**src/rtl/fetch_pkg.sv**
```systemverilog
// Shared types for the fetch control slice: FSM state encoding and redirect cause codes.
package fetch_pkg;

   typedef enum logic [1:0] {
      ST_BOOT  = 2'd0,
      ST_RUN   = 2'd1,
      ST_REDIR = 2'd2,
      ST_HALT  = 2'd3
   } fetch_state_e;

   typedef enum logic [1:0] {
      CAUSE_NONE    = 2'd0,
      CAUSE_FLUSH   = 2'd1,
      CAUSE_MISPRED = 2'd2
   } redir_cause_e;

endpackage

```
**src/rtl/sat_counter.sv**
```systemverilog
// Saturating up-counter with synchronous clear; used for fetch performance counters.
module sat_counter #(
   parameter int W = 16
) (
   input  logic         clk_i,
   input  logic         clear_i,
   input  logic         inc_i,
   output logic [W-1:0] count_o
);

   always_ff @(posedge clk_i) begin
      if (clear_i) begin
         count_o <= '0;
      end else if (inc_i && (count_o != '1)) begin
         count_o <= count_o + 1'b1;
      end
   end

endmodule

```
**src/rtl/fetch_ctrl.sv**
```systemverilog
// Fetch sequencing: redirect arbitration, stall merge, wrong-path kill, fault/halt handling.
// Optional perf counters enabled by FETCH_CTRL_PERF_EN.
module fetch_ctrl
   import fetch_pkg::*;
#(
   parameter int XLEN   = 32,
   parameter int PERF_W = 16
) (
   input  logic              clk_i,
   input  logic              reset_i,
   input  logic              rob_flush_i,
   input  logic [XLEN-1:0]   rob_flush_pc_i,
   input  logic              br_mispred_i,
   input  logic [XLEN-1:0]   br_target_i,
   input  logic              halt_i,
   input  logic              dec_stall_i,
   output logic              stall_o,
   output logic              pc_sel_o,
   output logic [XLEN-1:0]   br_dest_o,
   output logic              kill_o,
   output logic              fault_o,
   output logic [1:0]        state_o,
   output logic [PERF_W-1:0] redir_cnt_o,
   output logic [PERF_W-1:0] stall_cnt_o
);

   fetch_state_e    state_q, state_d;
   redir_cause_e    cause;
   logic [XLEN-1:0] tgt;
   logic            req_live;
   logic            misaligned;
   logic            accept;

   // Mispredicts are dead once halted; only commit flushes can restart fetch.
   always_comb begin
      cause = CAUSE_NONE;
      tgt   = '0;
      if (rob_flush_i) begin
         cause = CAUSE_FLUSH;
         tgt   = rob_flush_pc_i;
      end else if (br_mispred_i && (state_q != ST_HALT)) begin
         cause = CAUSE_MISPRED;
         tgt   = br_target_i;
      end
   end

   assign req_live   = (cause != CAUSE_NONE) && (state_q != ST_BOOT) && !reset_i;
   assign misaligned = req_live && (tgt[1:0] != 2'b00);
   assign accept     = req_live && !misaligned;

   always_comb begin
      state_d   = state_q;
      stall_o   = 1'b0;
      pc_sel_o  = 1'b0;
      br_dest_o = '0;
      kill_o    = 1'b0;
      case (state_q)
         ST_BOOT: begin
            kill_o  = 1'b1;
            state_d = ST_RUN;
         end
         ST_RUN, ST_REDIR: begin
            kill_o  = (state_q == ST_REDIR);
            stall_o = dec_stall_i;
            if (accept) begin
               pc_sel_o  = 1'b1;
               br_dest_o = tgt;
               stall_o   = 1'b0;
               kill_o    = 1'b1;
               state_d   = ST_REDIR;
            end else if (misaligned || halt_i) begin
               state_d = ST_HALT;
            end else begin
               state_d = ST_RUN;
            end
         end
         ST_HALT: begin
            stall_o = 1'b1;
            kill_o  = 1'b1;
            if (accept) begin
               pc_sel_o  = 1'b1;
               br_dest_o = tgt;
               stall_o   = 1'b0;
               state_d   = ST_REDIR;
            end
         end
         default: state_d = ST_BOOT;
      endcase
      // Reset quiets every combinational output, whatever the current state.
      if (reset_i) begin
         stall_o   = 1'b0;
         pc_sel_o  = 1'b0;
         br_dest_o = '0;
         kill_o    = 1'b0;
         state_d   = ST_BOOT;
      end
   end

   always_ff @(posedge clk_i) begin
      if (reset_i) begin
         state_q <= ST_BOOT;
         fault_o <= 1'b0;
      end else begin
         state_q <= state_d;
         if (misaligned) begin
            fault_o <= 1'b1;
         end
      end
   end

   assign state_o = state_q;

`ifdef FETCH_CTRL_PERF_EN
   sat_counter #(.W(PERF_W)) u_redir_cnt (
      .clk_i   (clk_i),
      .clear_i (reset_i),
      .inc_i   (accept),
      .count_o (redir_cnt_o)
   );

   sat_counter #(.W(PERF_W)) u_stall_cnt (
      .clk_i   (clk_i),
      .clear_i (reset_i),
      .inc_i   (stall_o),
      .count_o (stall_cnt_o)
   );
`else
   assign redir_cnt_o = '0;
   assign stall_cnt_o = '0;
`endif

endmodule

```
**config.mk**
```make
export PLATFORM = sky130hd
export DESIGN_NAME = fetch_ctrl
export DESIGN_NICKNAME = d
export VERILOG_FILES = /design/src/rtl/fetch_pkg.sv /design/src/rtl/sat_counter.sv /design/src/rtl/fetch_ctrl.sv
export SDC_FILE = /design/constraint.sdc
export NUM_CORES = 1
export LEC_CHECK = 0
export ABC_AREA = 1
export CAP_MARGIN = 10
export CORE_ASPECT_RATIO = 1.5
export CORE_MARGIN = 2
export CORE_UTILIZATION = 27
export CTS_CLUSTER_SIZE = 30
export DETAILED_ROUTE_END_ITERATION = 6
export PLACE_DENSITY = 0.93
export SLEW_MARGIN = 30
export SYNTH_ARGS = -nofsm -noshare
export SYNTH_HDL_FRONTEND = slang
export SYNTH_SLANG_ARGS = --single-unit
```
**constraint.sdc**
```tcl
create_clock -name clk_i -period 2.4 [get_ports clk_i]
set_clock_uncertainty 0.2 [all_clocks]
set_input_delay 0.36 -clock clk_i [delete_from_list [all_inputs] [get_ports clk_i]]
set_output_delay 0.36 -clock clk_i [all_outputs]
set_load 0.02 [all_outputs]
```
==> out/qor_table.md <==
| Quantity | This run |
|:---|:---|
| Outcome | finished, final reports clean |
| Cell Pwr Density | 279 nW/um^2 |
| CTS H-Tree Depth | 1 |
| Crit path DAT | 1800 ps |
| Vias/cell | 4.71 |
| Number of I/O port buffers | 105 |
| Final weighted congestion in routability-driven placement | 0.888 |
| Clock Sinks | 3 |
| Most common cell in the netlist | sky130_fd_sc_hd__nand2_1 |
| Hold Path Cell Cnt | 2 |
| Core Region | 3720 sq um |
| Total number of vias | 1620 |
| Share of cell area taken by muxes after synthesis | 0% |
| Chip Width | 55.1 um |
| DPL Wire Length | 3.34 mm |
| Post-Synth Adder-Cell Area | 3.55% |
| Worst voltage drop across the vdd grid | 0.324 mV |
| Hold Crit Class | reg2reg |
| Critical path data required time | 1840 ps |
| Synthesized instance count | 189 |
| Dominant cell type by area after synthesis | sky130_fd_sc_hd__buf_4 |
| Crit. path cell count | 9 |
| Flip-flop and latch area | 61.3 sq um |
| Startpoint types | input port |
| Critical Path Most Common Cell | sky130_fd_sc_hd__nand2_2 |
| Worst r2r path cells | 10 |
| Number of different library cells in the post-synthesis netlist | 17 |
| Sw frac | 39.4% |
| Worst path max stage delay | 510 ps |
| CTS root buffer | sky130_fd_sc_hd__clkbuf_8 |
| Library cell contributing the largest single delay on the critical path | sky130_fd_sc_hd__clkdlybuf4s50_1 |
| Worst-case register-to-register setup slack | 860 ps |
| Starting density of the core | 28.5% |
| Total GRT Usage | 17.4% |
| Post-layout minimum cycle time | 2360 ps |
| Fraction of the mapped netlist area in compound gates | 16.1% |
| Pre-antenna DRT Iters | 4 |
| Maximum number of pins on one net before global-route repair | 27 |
| Top-area cell type share of the netlist area | 24.1% |
| Post-CTS Repair Setup Buffers | 0 |
| ANT nets after route | 0 |
| Parity-gate share of the synthesized area counting xor and xnor cells | 0% |
| Clock latency reported for the late side of the worst-skew pair | 210 ps |
| Top-level port count | 140 |
| Final routed wire length divided by cell count | 12.3 um |
| Post-route worst setup slack | 44.1 ps |
| N_diodes | 0 |
| Number of buffers on the longest clock path | 2 |
| Setup repair after global routing missed its margin | yes |
| Top FF cell, synth | sky130_fd_sc_hd__dfxtp_1 |
| Vias in the first global route | 1432 |
| Total wire length | 4.24 mm |
| Final count of pins violating max slew | 0 |
| Final setup violation count | 0 |
| Core Rows | 27 |
| CP Class | in2out |
| Number of enable flip-flop cells after synthesis | 0 |
| Largest family of logic cells by synthesized area | simple AND/OR/NAND/NOR gates |
| Height of the die | 80.7 um |
| Number of nets in the finished design | 375 |
| Detailed-route DRC error count | 0 |
| TritonCTS clock tree | done |
| Count of endpoints failing hold in the final timing report | 0 |
| Register bit total from synthesis | 3 |
| Internal power | 344 uW |
| Capturing element type of the critical path | primary output |
| Area taken by multi-input logic gates | 754 sq um |
| Final period util | 98.2% |
| Hold bufs inserted after CTS | 0 |
| Average cell area after synthesis | 5.60 sq um |
| Share of flip-flops with an asynchronous set or reset after synthesis | 0% |
| Combined area of all synthesized cells | 1060 sq um |
| Top area cells in the synthesized netlist | sky130_fd_sc_hd__buf_4 (24%), sky130_fd_sc_hd__nand4_1 (18%), sky130_fd_sc_hd__a21oi_1 (15%) |
| Simple-gate share of the synthesized area | 39.0% |
| Gate power share | 63.8% |
| Hold slack | 269 ps |
| Portion of total power attributed to the clock network | 25.9% |
| Sequential element share of the synthesized area | 5.67% |
| Cells along the critical path | clkdlybuf4s50_1 -> nand2_1 -> nand2_2 -> nand2_2 -> inv_2 -> nand2_4 -> buf_4 -> a21oi_1 -> clkdlybuf4s15_2 |
| Reported net switching power | 223 uW |
| Area delta synth->final | 91.8% |
| Post-CTS clock slew at the launch and capture registers of the worst setup and hold paths | 30 ps |
| Number of buffer and inverter stages on the critical path | 4 |
| Worst setup slack before clock tree synthesis | -395 ps |
| Count of fill cells added during filler insertion | 387 |
| Maximum fanout count along the critical path | 8 |
| Total Die Area | 4450 sq um |
| Yosys synthesis warning count | 0 |
| Antenna violations before repair | 0 |
| CTS buffer count | 3 |
| First DRT Iteration DRCs | 23 |
| Global-route wire length before repair | 5.93 mm |
| Seq pwr share | 10.3% |
| Static leakage power | 1.01 nW |
| Layout cells sized above 1 | 21.6% |
| Max Cap Viol | 0 |
| Synth top cells by count | sky130_fd_sc_hd__nand2_1 (38), sky130_fd_sc_hd__buf_4 (34), sky130_fd_sc_hd__a21oi_1 (32), sky130_fd_sc_hd__nand4_1 (30) |
| Top Family by Delay on Critical Path | buffers and inverters |
| GR Overflow Total | 0 |
| Maximum clock frequency | 424 MHz |
-- state kept, by name (all words and copies together) (netlist names) --
name	flops
state_o	2
fault_o	1
-- area by class of cell --
class / count / area share (%)
Clock buffer: 4 / 2.22
Multi-Input combinational cell: 155 / 37.2
Sequential cell: 3 / 3.02
Timing Repair Buffer: 125 / 52.4
Inverter: 14 / 2.59
Tap cell: 43 / 2.65
-- layer usage --
layer / vias to the layer above / GRT usage, % / routed length [um]
li1: 794 / - / -
met1: 719 / 16.9 / 1420
met2: 103 / 34.2 / 2210
met4: 0 / 3.41 / 42
met5: - / 0 / 0
met3: 4 / 4.83 / 564
-- what timing repair did --
action	CTS	global route
setup endpoints to repair	33	33
gates resized for setup	96	37
endpoints found under the hold margin	0	0
-- layout by cell type (no fill, tap or decap), drive strengths merged --
cell and n:
a21oi 32, nor2 9, clkdlybuf4s15 2, nand4 30, conb 34, ha 3
nand2 41, nand3 4, o21ai 2, dlygate4sd2 1, inv 14, buf 49
clkdlybuf4s50 71, dfxtp 3, clkbuf 6
-- metrics by stage --
stage	util [%]	setup TNS, ps	power [mW]	cells	area, sq um
after CTS	59.5	0	0.576	344	2210
after global routing	54.6	-71.5	0.608	344	2030
after global placement	57.3	-11290	0.427	340	2130
final	54.6	0	0.567	344	2030
after detailed placement	57.3	-12230	0.432	340	2130
after floorplan	-	0	0.273	222	1180
-- logic make-up after synthesis --
| family | Yosys count |
|---|---|
| adders and majority gates | 3 |
| buffers and inverters | 64 |
| AOI/OAI and AO/OA | 34 |
| DFF | 3 |
| and+or+nand+nor | 84 |
| other | 1 |
-- power groups by stage --
stage	Sequential (mW)	Clock, mW	Combinational, mW
floorplan	0.0631	0	0.210
global placement	0.0584	0	0.369
CTS	0.0579	0.149	0.370
global route	0.0586	0.157	0.392
finish	0.0583	0.147	0.362
detailed placement	0.0585	0	0.374
-- final timing paths --
| check | to | start |
|---|---|---|
| max | br_dest_o[6] | br_mispred_i |
| min | fault_o | fault_o |
| max reg2reg | state_o[1] | state_o[1] |
| min reg2reg | fault_o | fault_o |
-- worst register-to-register path: stages, from the launching register on --
cell and delay (ps):
sky130_fd_sc_hd__dfxtp_1 360, sky130_fd_sc_hd__inv_1 80, sky130_fd_sc_hd__ha_1 210, sky130_fd_sc_hd__nor2_2 120, sky130_fd_sc_hd__nand2_2 70, sky130_fd_sc_hd__buf_4 130
sky130_fd_sc_hd__nand2_1 50, sky130_fd_sc_hd__nand2_1 50, sky130_fd_sc_hd__nand2_1 60, sky130_fd_sc_hd__inv_1 40, sky130_fd_sc_hd__nor2_1 100
No activity file was read; power rests on OpenSTA's default activity.
